$ cat src/rtl/sccb_master.sv
// rtl/sccb_master.sv - SCCB/I2C-style register-access master with quarter-tick bus sequencing.
// Define SCCB_READ_EN to build in register reads; otherwise rd=1 requests complete with err.
module sccb_master #(
    parameter int CLK_DIV   = 125,
    parameter int REG_BYTES = 1
) (
    input  logic                   clk,
    input  logic                   rst,
    input  logic                   req,
    output logic                   ready,
    input  logic                   rd,
    input  logic [7:0]             id,
    input  logic [8*REG_BYTES-1:0] regi,
    input  logic [7:0]             wdata,
    output logic                   done,
    output logic [7:0]             rdata,
    output logic                   err,
    output logic                   busy,
    output logic                   sioc,
    output logic                   siod_o,
    output logic                   siod_oe,
    input  logic                   siod_i
);

    localparam int          FW      = 8 * (REG_BYTES + 2);
    localparam logic [11:0] DIV_M1  = 12'(CLK_DIV - 1);
    localparam logic [1:0]  LAST_WR = 2'(REG_BYTES + 1);
    localparam logic [1:0]  LAST_RD = 2'(REG_BYTES);

    typedef enum logic [2:0] {
        S_IDLE,
        S_START,
        S_TX,
        S_RX,
        S_STOP,
        S_GAP,
        S_ERR
    } state_t;

    state_t          state_q, state_d;
    logic [11:0]     cnt_q, cnt_d;
    logic [1:0]      qtr_q, qtr_d;
    logic [3:0]      bit_q, bit_d;
    logic [1:0]      byte_q, byte_d;
    logic [FW-1:0]   frame_q, frame_d;
    logic [6:0]      id_q, id_d;
    logic            rd_q, rd_d;
    logic            phase_q, phase_d;
    logic            done_q, done_d;
    logic            err_q, err_d;
    logic [7:0]      rdata_q, rdata_d;
    logic            sioc_q, sioc_d;
    logic            siod_o_q, siod_o_d;
    logic            siod_oe_q, siod_oe_d;
    logic            tick;
    logic            last_byte;
    logic            unused_id0;

    assign unused_id0 = id[0];
    assign tick       = (cnt_q == DIV_M1);
    // Phase 2 of a read carries only the id|1 byte.
    assign last_byte  = phase_q ? 1'b1 : (byte_q == (rd_q ? LAST_RD : LAST_WR));

    always_comb begin
        state_d = state_q;
        cnt_d   = cnt_q;
        qtr_d   = qtr_q;
        bit_d   = bit_q;
        byte_d  = byte_q;
        frame_d = frame_q;
        id_d    = id_q;
        rd_d    = rd_q;
        phase_d = phase_q;
        done_d  = 1'b0;
        err_d   = 1'b0;
        rdata_d = rdata_q;

        if (state_q == S_IDLE) begin
            if (req) begin
                id_d    = id[7:1];
                rd_d    = rd;
                phase_d = 1'b0;
                cnt_d   = '0;
                qtr_d   = '0;
                bit_d   = '0;
                byte_d  = '0;
                frame_d = {id[7:1], 1'b0, regi, wdata};
`ifdef SCCB_READ_EN
                state_d = S_START;
`else
                state_d = rd ? S_ERR : S_START;
`endif
            end
        end else if (state_q == S_ERR) begin
            cnt_d = cnt_q + 12'd1;
            if (cnt_q == 12'd1) begin
                state_d = S_IDLE;
                done_d  = 1'b1;
                err_d   = 1'b1;
            end
        end else begin
            cnt_d = tick ? '0 : cnt_q + 12'd1;
            if (tick) begin
                qtr_d = qtr_q + 2'd1;
                case (state_q)
                    S_START: begin
                        if (qtr_q == 2'd3) begin
                            state_d = S_TX;
                            bit_d   = '0;
                            byte_d  = '0;
                        end
                    end
                    S_TX: begin
                        if (qtr_q == 2'd3) begin
                            if (bit_q == 4'd8) begin
                                bit_d = '0;
                                if (last_byte) begin
                                    state_d = phase_q ? S_RX : S_STOP;
                                end else begin
                                    byte_d = byte_q + 2'd1;
                                end
                            end else begin
                                bit_d   = bit_q + 4'd1;
                                frame_d = frame_q << 1;
                            end
                        end
                    end
                    S_RX: begin
                        if (qtr_q == 2'd2 && bit_q != 4'd8) begin
                            rdata_d = {rdata_q[6:0], siod_i};
                        end
                        if (qtr_q == 2'd3) begin
                            if (bit_q == 4'd8) begin
                                state_d = S_STOP;
                                bit_d   = '0;
                            end else begin
                                bit_d = bit_q + 4'd1;
                            end
                        end
                    end
                    S_STOP: begin
                        if (qtr_q == 2'd3) begin
                            state_d = S_GAP;
                        end
                    end
                    S_GAP: begin
                        if (qtr_q == 2'd3) begin
`ifdef SCCB_READ_EN
                            if (rd_q && !phase_q) begin
                                state_d = S_START;
                                phase_d = 1'b1;
                                frame_d = {id_q, 1'b1, {(FW - 8){1'b0}}};
                            end else begin
                                state_d = S_IDLE;
                                done_d  = 1'b1;
                            end
`else
                            state_d = S_IDLE;
                            done_d  = 1'b1;
`endif
                        end
                    end
                    default: begin
                        state_d = S_IDLE;
                    end
                endcase
            end
        end
    end

    // Bus pins are decoded from the next position so they register on the same tick edge.
    always_comb begin
        sioc_d    = 1'b1;
        siod_o_d  = 1'b1;
        siod_oe_d = 1'b1;
        case (state_d)
            S_START: begin
                siod_o_d = ~qtr_d[1];
            end
            S_TX: begin
                sioc_d = qtr_d[1];
                if (bit_d == 4'd8) begin
                    siod_oe_d = 1'b0;
                end else begin
                    siod_o_d = frame_d[FW-1];
                end
            end
            S_RX: begin
                sioc_d = qtr_d[1];
                if (bit_d != 4'd8) begin
                    siod_oe_d = 1'b0;
                end
            end
            S_STOP: begin
                sioc_d   = (qtr_d != 2'd0);
                siod_o_d = qtr_d[1];
            end
            default: begin
                sioc_d = 1'b1;
            end
        endcase
    end

    always_ff @(posedge clk or posedge rst) begin
        if (rst) begin
            state_q   <= S_IDLE;
            cnt_q     <= '0;
            qtr_q     <= '0;
            bit_q     <= '0;
            byte_q    <= '0;
            frame_q   <= '0;
            id_q      <= '0;
            rd_q      <= 1'b0;
            phase_q   <= 1'b0;
            done_q    <= 1'b0;
            err_q     <= 1'b0;
            rdata_q   <= '0;
            sioc_q    <= 1'b1;
            siod_o_q  <= 1'b1;
            siod_oe_q <= 1'b1;
        end else begin
            state_q   <= state_d;
            cnt_q     <= cnt_d;
            qtr_q     <= qtr_d;
            bit_q     <= bit_d;
            byte_q    <= byte_d;
            frame_q   <= frame_d;
            id_q      <= id_d;
            rd_q      <= rd_d;
            phase_q   <= phase_d;
            done_q    <= done_d;
            err_q     <= err_d;
            rdata_q   <= rdata_d;
            sioc_q    <= sioc_d;
            siod_o_q  <= siod_o_d;
            siod_oe_q <= siod_oe_d;
        end
    end

    assign ready   = (state_q == S_IDLE);
    assign busy    = ~ready;
    assign done    = done_q;
    assign err     = err_q;
    assign rdata   = rdata_q;
    assign sioc    = sioc_q;
    assign siod_o  = siod_o_q;
    assign siod_oe = siod_oe_q;

endmodule

$ cat config.mk
export PLATFORM = sky130hd
export DESIGN_NAME = sccb_master
export DESIGN_NICKNAME = d
export VERILOG_FILES = /design/src/rtl/sccb_master.sv
export SDC_FILE = /design/constraint.sdc
export NUM_CORES = 1
export LEC_CHECK = 0
export ABC_CLOCK_PERIOD_IN_PS = 5860
export CORE_ASPECT_RATIO = 2
export CORE_MARGIN = 2
export CORE_UTILIZATION = 56
export CTS_BUF_LIST = sky130_fd_sc_hd__clkbuf_4 sky130_fd_sc_hd__clkbuf_8 sky130_fd_sc_hd__clkbuf_16
export DETAILED_ROUTE_END_ITERATION = 12
export PLACE_DENSITY = 0.78
export SETUP_SLACK_MARGIN = 0.05
export SYNTH_ARGS = -nofsm -noshare
export SYNTH_HDL_FRONTEND = slang
export SYNTH_SLANG_ARGS = --single-unit
$ cat constraint.sdc
create_clock -name clk -period 5.86 [get_ports clk]
set_clock_uncertainty 0.05 [all_clocks]
set_input_delay 1.758 -clock clk [delete_from_list [all_inputs] [get_ports clk]]
set_output_delay 1.758 -clock clk [all_outputs]
set_load 0.005 [all_outputs]
## Word level (Yosys, flattened, before mapping)

Cells that the tools add are included.
Widths: inputs -> output; s select.

| operators by class | value |
|---|---|
| bitwise logic cells | 3 |
| $add $sub $neg | 4 |
| reductions and logical operators | 13 |
| eq/ne operators | 26 |
| muxes and demuxes | 62 |

Operators by type and width:

| kind | count |
|---|---|
| $mux 24 | 7 |
| $mux 12 | 4 |
| $mux 3 | 14 |
| $mux 4 | 7 |
| $mux 2 | 13 |
| $pmux 3 s5 | 1 |
| $add 12x1->12 const B | 1 |
| $eq 12x1->1 const B | 1 |
| $eq 12x7->1 const B | 1 |
| $eq 3x2->1 const B | 4 |
| $eq 3x3->1 const B | 4 |
| $ne 3x3->1 const B | 4 |
| $mux 1 | 11 |
| $eq 4x4->1 const B | 2 |
| $ne 4x4->1 const B | 2 |
| $pmux 4 s2 | 1 |
| $reduce_and 8->1 | 1 |
| $reduce_bool 2->1 | 4 |
| $eq 3x1->1 const B | 2 |
| $ne 2x2->1 const B | 3 |
| $reduce_and 6->1 | 1 |
| $reduce_and 5->1 | 1 |
| $add 2x1->2 const B | 2 |
| $add 4x1->4 const B | 1 |
| 11 further kinds | 16 |

| word-level totals | value |
|---|---|
| flip-flop bits (word level) | 61 |
| bits of input ports | 29 |
| logic and storage cells | 122 |
| output and inout port bits | 15 |

## Depth between registers and ports, before layout

Gate-level depths: netlist of run 1.

| depth | value |
|---|---|
| word-level depth | 12 |
| mapped depth | 11 |
| depth with buffers taken out | 8 |

## Worst setup path before layout of run 1

Ideal clock, no wire load.

| timing path | value |
|---|---|
| path type | input to register |
| start point | input req |
| end point | register siod_oe_q (netlist: siod_oe) |
| stages on the path | 6 |
| required time | 5738 ps |
| path buffers | 1 |
| slack | 2605 ps |
| arrival time | 3133 ps |
| library setup time | 72 ps |
| cell sequence | or4b_2 > clkbuf_1 > o311a_1 > a31o_1 > and4_1 > o21ai_1 |

| on the way | value |
|---|---|
| longest elaborated chain between the ends | 5 |
| elaborated cells between the ends (all ways) | 11 |
| classes of those cells | 4 x eq/ne; 7 x mux |

Ends and longest elaborated chain:

| item | RTL line | RTL |
|---|---|---|
| start: declaration | 9 | `input logic req,` |
| $mux 4 * | 79 | `if (req) begin` |
| $mux 4 * | 78 | `if (state_q == S_IDLE) begin` |
| named net bit_d[3] | 43 | `logic [3:0] bit_q, bit_d;` |
| $ne 4x4->1 or $eq 4x4->1 (tied branches) | 190, 182 |  |
| $mux 1, on equally long branches | 190, 182 |  |
| $pmux 1 s2 * | 176 | `case (state_d)` |
| named net siod_oe_d | 54 | `logic siod_oe_q, siod_oe_d;` |
| end signal: assignment | 236 | `siod_oe_q <= siod_oe_d;` |
| end: declaration | 54 |  |

Mark *: on every way through the listed nets, which the timed path passes. The rest lies on a longest branch.
A chain may end at the register's enable or synchronous reset.

## Worst setup path after layout of run 1

| timing path | value |
|---|---|
| start point | register state_q[2] |
| end point | output busy |

| on the way | value |
|---|---|
| longest elaborated chain between the ends | 2 |

Ends and longest elaborated chain:

| item | RTL line | RTL |
|---|---|---|
| start: declaration | 40 | `state_t state_q, state_d;` |
| start signal: assignment | 222 | `state_q <= state_d;` |
| $logic_not 3->1 | 240 | `assign ready = (state_q == S_IDLE);` |
| $not 1->1 (no line) | -- |  |
| end: declaration | 18 | `output logic busy,` |

Every way passes these cells.

==> results of run 1 <==
metrics by stage:
stage	cell area, um^2	power (uW)	std cells	utilization
2_1_floorplan	3197	436.3	322	-
3_3_place_gp	3628	458.2	411	0.6466
3_5_place_dp	3628	458.5	411	0.6466
4_1_cts	3995	1108	427	0.7119
5_1_grt	3995	1130	427	0.7119
6_report	3995	1102	427	0.7119
layout by cell type, fill, tap and decap left out, types with 2 or more instances in the layout:
cell             Yosys  final
dfrtp_1             58     58
clkdlybuf4s50_1      0     42
inv_1               34     33
nand2_1             26     26
o21ai_0             23     23
a222oi_1            21     21
nor2_1              16     16
a21oi_1             14     14
nand3_1             14     14
clkbuf_16            0      9
mux2_2               8      8
a22o_1               7      7
ha_1                 7      7
mux2i_1              5      5
nor2b_1              4      4
or2_2                4      4
nor3_1               4      4
bufinv_16            0      4
nand2b_1             3      3
nand3b_1             3      3
a21o_1               3      3
o21ai_1              3      3
a31oi_1              3      3
dfstp_2              3      3
nand4_1              2      2
o21ai_2              2      2
xnor2_1              2      2
nor4_1               2      2
a31o_2               2      2
or4b_2               2      2
or4_1                2      2
buf_4                0      2
per-layer routing:
| metal | vias to the layer above | share of wire | GRT usage |
|---|---|---|---|
| met2 | 115 | 0.51 | 0.3902 |
| met5 | - | 0 | 0 |
| li1 | 1262 | - | - |
| met3 | 18 | 0.054 | 0.04317 |
| met1 | 1316 | 0.41 | 0.3430 |
| met4 | 0 | 0.029 | 0.1535 |
cell type report:
cell class | instances | area share
sequential | 61 | 0.3830
multi-input combinational | 211 | 0.3652
timing repair buffer | 44 | 0.1090
clock buffer | 10 | 0.05825
clock inverter | 6 | 0.03351
inverter | 34 | 0.03194
tap | 61 | 0.01910
state kept, by name, indices dropped and copies added (netlist names), 2 cells and up:
name / cells
state_q: 3
byte_q: 2
frame_q: 24
bit_q: 4
cnt_q: 12
rdata: 8
qtr_q: 2
cells by family after synthesis:
| group | after synthesis |
|---|---|
| AOI/OAI and AO/OA | 93 |
| xor gates and xnor gates | 2 |
| adders and majority gates | 7 |
| buffers and inverters | 50 |
| DFF | 61 |
| muxes | 13 |
| and+or+nand+nor | 96 |
critical path, delay by kind of cell (launching register included):
| family | cells | cell delay [ns] |
|---|---|---|
| AND/OR/NAND/NOR | 1 | 0.22 |
| flip-flops | 1 | 0.66 |
| buffers and inverters | 2 | 0.73 |
power groups by stage:
stage | registers (uW) | clock network (uW) | logic [uW]
floorplan | 430 | 0 | 6.73
global placement | 430 | 0 | 28.7
detailed placement | 430 | 0 | 29.0
CTS | 422 | 656 | 29.1
global route | 422 | 676 | 31.7
finish | 422 | 651 | 28.3
worst paths after layout:
| kind | cells after the start | start | to | slack (ns) |
|---|---|---|---|---|
| worst min-delay path | 2 | frame_q[14]$_DFFE_PP0P_ | frame_q[15]$_DFFE_PP0P_ | 0.44 |
| worst max-delay path | 3 | state_q[2]$_DFF_PP0_ | busy | 2.10 |
| max in group asynchronous | 3 | rst | frame_q[21]$_DFFE_PP0P_ | 3.37 |
| worst min register to register | 2 | frame_q[14]$_DFFE_PP0P_ | frame_q[15]$_DFFE_PP0P_ | 0.44 |
| worst max register to register | 6 | cnt_q[7]$_DFFE_PP0P_ | cnt_q[6]$_DFFE_PP0P_ | 2.99 |
| min in group asynchronous | 3 | rst | frame_q[3]$_DFFE_PP0P_ | 1.91 |
==> out/metrics.csv, run 1 <==
metric;value;unit
worst slack at placement;1.845;ns
layout cells sized above 1;0.1284;
final setup margin;2.101;ns
core area;5612;um^2
endpoints failing setup;0;
hold crit path type;flop to flop;
Synth top area share;0.4540;
flops & latches, synth;61;
Combinational Power Share;0.026;
Num CTS Buffers;9;
routed vias;2711;
sw frac;0.1806;
pin count of the biggest net entering global routing;62;
largest family of logic cells by synthesized area;compound AO/OA/AOI/OAI gates;
final wirelength;7374;um
PortBufs;42;
setup TNS;0;ns
min cycle time layout;3.759;ns
Pins Over Slew Limit;0;
Skew-Pair Late Insertion Delay;0.33;ns
antenna-violating nets left;0;
Yosys cell types;60;
sequential fraction of the synthesis area;0.4787;
Die X;57.43;um
cells after synthesis;322;
CTS max path bufs;2;
die area;6366;um^2
Synth Area in Compound Gates;0.2149;
GP Congestion;0.8889;
Iter 0 DRT Violations;297;
worst vdd ir;0.0003126;V
IO Count;44;
Synth area leader;dfrtp_1;
Internal;902.7;uW
max-cap viol count;0;
Adder-Cell Fraction of Synth Area;0.02740;
syn nets;358;
CTS clk-pin slew, worst paths;0.05;ns
DR WL/cell;17.27;um
Multi-input gate area;1459;um^2
Via density;6.349;
Critical Path RT;4.05;ns
P&R area growth vs syn;24.97;%
dpl hpwl;4756;um
multiplexer area fraction after synthesis;0.04384;
# diodes;0;
postcts setup bufs;0;
XOR/XNOR share of the synthesized area;0.005479;
drt drc;0;
Synth Area in Simple Gates;0.1648;
worst-margin pin slew;0.8950;ns
fin crit share;0.6415;
type of the worst setup path;flop to primary output;
cts repair resizes;0;
GRT overflow;0;
CP max stage cell;dfrtp_1;
Die Span Y;110.9;um
Hold Worst Slack;0.4364;ns
Initial Util;0.5697;
filler instances;405;
Clock Power Share;0.591;
maximum fanout along the worst path;17;
unrepaired setup endpoints after global routing;false;
total track usage;0.2587;
crit path capture type;primary output;
relative slew slack;0.3978;
CP Data Arrival Time;1.95;ns
Sequential Power Share;0.383;
CTS tree;yes;
initial antenna violation count;0;
FMAX;266.0;MHz
num rows;39;
vias in the first global route;2695;
Final #Nets;397;
synthesized cell area;3197;um^2
Pwr Density;275.7;nW/um^2
most common cell in the synthesized netlist;dfrtp_1;
leakage power figure;0.001894;uW
drt first pass iters;10;
CP Launch Type;flop;
yosys warns;0;
top_reg_cell synth;dfrtp_1;
depth of the CTS H-tree;3;
number of synthesized flops with an enable pin;0;
syn_area_per_cell;9.928;um^2
status;finished, final reports clean;
Synth area leaders;dfrtp_1, a222oi_1, inv_1;
CTS Sinks;61;
FF/Latch Area;1530;um^2
sw power;198.9;uW
Hold Buf Count CTS;0;
synth cell count leaders;dfrtp_1, inv_1, nand2_1;
asr flop ratio synth;1.000;
cell breakdown of the critical path;inv_1, nand3_1, clkdlybuf4s50_1;
first-pass GRT wire length;12880;um
CP max stage delay;0.66;ns
Final Hold Vio Count;0;
CTS root buffer;clkbuf_16;
Note: power is estimated with default switching activity, not from simulation.
==> run 2, diff against run 1 <==
--- a/config.mk
+++ b/config.mk
@@ -5,13 +5,13 @@
 export SDC_FILE = /design/constraint.sdc
 export NUM_CORES = 1
 export LEC_CHECK = 0
-export ABC_CLOCK_PERIOD_IN_PS = 5860
+export ABC_CLOCK_PERIOD_IN_PS = 3250
 export CORE_ASPECT_RATIO = 2
 export CORE_MARGIN = 2
-export CORE_UTILIZATION = 56
+export CORE_UTILIZATION = 49
 export CTS_BUF_LIST = sky130_fd_sc_hd__clkbuf_4 sky130_fd_sc_hd__clkbuf_8 sky130_fd_sc_hd__clkbuf_16
 export DETAILED_ROUTE_END_ITERATION = 12
-export PLACE_DENSITY = 0.78
+export PLACE_DENSITY = 0.72
 export SETUP_SLACK_MARGIN = 0.05
 export SYNTH_ARGS = -nofsm -noshare
 export SYNTH_HDL_FRONTEND = slang
==> constraint.sdc (replaced) <==
create_clock -name clk -period 3.25 [get_ports clk]
set_clock_uncertainty 0.05 [all_clocks]
set_input_delay 0.975 -clock clk [delete_from_list [all_inputs] [get_ports clk]]
set_output_delay 0.975 -clock clk [all_outputs]
set_load 0.005 [all_outputs]
==> out/metrics.csv, run 2 (synthesized netlist as in run 1, its figures left out) <==
metric;value;unit;change
relative slew slack;0.4995;;+0.1017
P&R area growth vs syn;26.42;%;
layout cells sized above 1;0.1493;;+0.02092
maximum fanout along the worst path;9;;-8
commonest non-fill, non-tap cell in the layout;dfrtp_1;;
final wirelength;7642;um;+3.6%
GRT overflow;0;;unchanged
type of the worst setup path;input port to flop;;
CTS root buffer;clkbuf_16;;
first-pass GRT wire length;13110;um;+1.8%
CP Launch Type;input port;;
core area;6310;um^2;+12%
Global Route met2 Usage;0.3843;;-0.005843
GP Congestion;0.8607;;-3.2%
GRT Max-Usage Layer;met2;;
fin crit share;0.8598;;
cell breakdown of the critical path;clkdlybuf4s50_1, or4b_2, o311a_1, a31o_1, and4_1, o21ai_1;;
cts repair resizes;0;;unchanged
Skew-Pair Late Insertion Delay;0.33;ns;about the same
CP max stage delay;0.75;ns;+0.09 ns
Num CTS Buffers;9;;unchanged
Final Non-Filler Cells;461;;+8.0%
FMAX;357.9;MHz;
CTS Sinks;61;;unchanged
# diodes;0;;unchanged
CP max stage cell;or4b_2;;
worst vdd ir;0.0004604;V;+47%
num rows;41;;+5.1%
Via density;5.837;;-8.1%
PortBufs;42;;unchanged
max-cap viol count;0;;unchanged
drt drc;0;;unchanged
CP Data Arrival Time;2.99;ns;+1.04 ns
Pwr Density;436.8;nW/um^2;+58%
R2R setup slack;0.51;ns;-2.48 ns
worst-margin pin slew;0.7439;ns;-0.1511 ns
Die X;61.12;um;+6.4%
cell count after placement;445;;+8.3%
total track usage;0.2411;;-0.01756
DR WL/cell;16.58;um;-4.0%
setup TNS;0;ns;unchanged
commonest cells after routing, fill and taps aside;dfrtp_1, clkdlybuf4s50_1, inv_1;;
max FFs per register;24;;unchanged
min cycle time layout;2.794;ns;
CTS tree;yes;;
Critical Path RT;3.45;ns;-0.60 ns
Top reg by flops;frame_q;;
Initial Util;0.5066;;-0.06303
filler instances;532;;+31%
CTS clk-pin slew, worst paths;0.05;ns;about the same
crit path capture type;flop;;
Hold Buf Count CTS;0;;unchanged
postcts setup bufs;0;;unchanged
status;finished, final reports clean;;
depth of the CTS H-tree;3;;unchanged
Pins Over Slew Limit;0;;unchanged
unrepaired setup endpoints after global routing;false;;
Iter 0 DRT Violations;256;;-14%
routed vias;2691;;-0.74%
hold crit path type;flop to flop;;
endpoints failing setup;0;;unchanged
met1 usage;0.2900;;-0.05295
Die Span Y;118.2;um;+6.7%
CTS max path bufs;2;;unchanged
leakage power figure;0.001913;uW;+1.0%
GRT met3 Usage;0.05908;;+0.01591
vias in the first global route;2779;;+3.1%
pin count of the biggest net entering global routing;35;;-44%
Final Hold Vio Count;0;;unchanged
IO Count;44;;unchanged
Final #Nets;406;;+2.3%
die area;7226;um^2;+14%
drt first pass iters;6;;-4
initial antenna violation count;0;;unchanged
dpl hpwl;5424;um;+14%
antenna-violating nets left;0;;unchanged
-- run 2: path summary, 6_finish.rpt --
path | from | endpoint | depth (start not counted)
setup / recovery | req | siod_oe$_DFF_PP1_ | 6
hold / removal | frame_q[8]$_DFFE_PP0P_ | frame_q[9]$_DFFE_PP0P_ | 2
setup reg to reg | cnt_q[7]$_DFFE_PP0P_ | sioc$_DFF_PP1_ | 6
hold reg to reg | frame_q[8]$_DFFE_PP0P_ | frame_q[9]$_DFFE_PP0P_ | 2
max in group asynchronous | rst | frame_q[23]$_DFF_PP0_ | 3
min in group asynchronous | rst | rdata[3]$_DFFE_PP0P_ | 2
-- run 2: final cells by class --
| type | count | area, um^2 | area share |
|---|---|---|---|
| sequential | 61 | 1530 | 0.3786 |
| multi-input combinational | 211 | 1459 | 0.3610 |
| timing repair buffer | 53 | 515.5 | 0.1276 |
| clock buffer | 10 | 239.0 | 0.05913 |
| inverter | 34 | 127.6 | 0.03158 |
| tap | 86 | 107.6 | 0.02663 |
| clock inverter | 6 | 62.56 | 0.01548 |
-- run 2: per-layer routing --
metal	routed length, um	part of all wire
met5	0	0
met4	294	0.038
met2	4106	0.54
met3	307	0.040
met1	2934	0.38
-- run 2: critical path, delay by kind of cell --
family / cells / cell delay (ns)
AO/OA/AOI/OAI: 3 / 0.58
buffers and inverters: 1 / 0.49
AND/OR/NAND/NOR: 2 / 0.94
-- run 2: per-stage QoR --
step | power [uW] | setup WS (ns) | util | hold slack (ns) | cell area (um^2)
global placement | 830.0 | 0.1798 | 0.5927 | 0.4190 | 3740
finish | 1765 | 0.4558 | 0.6405 | 0.4411 | 4041
global route | 1823 | 0.3120 | 0.6405 | 0.4593 | 4041
CTS | 1787 | 0.4687 | 0.6405 | 0.4416 | 4041
detailed placement | 831.0 | 0.1375 | 0.5927 | 0.4287 | 3740
floorplan | 786.7 | 0.7169 | - | 0.4019 | 3197
-- run 2: where the power goes --
part,total (uW),switching (uW),internal [uW]
Combinational,55.5,22.0,33.4
Sequential,762,0.467,761
Clock,948,337,611
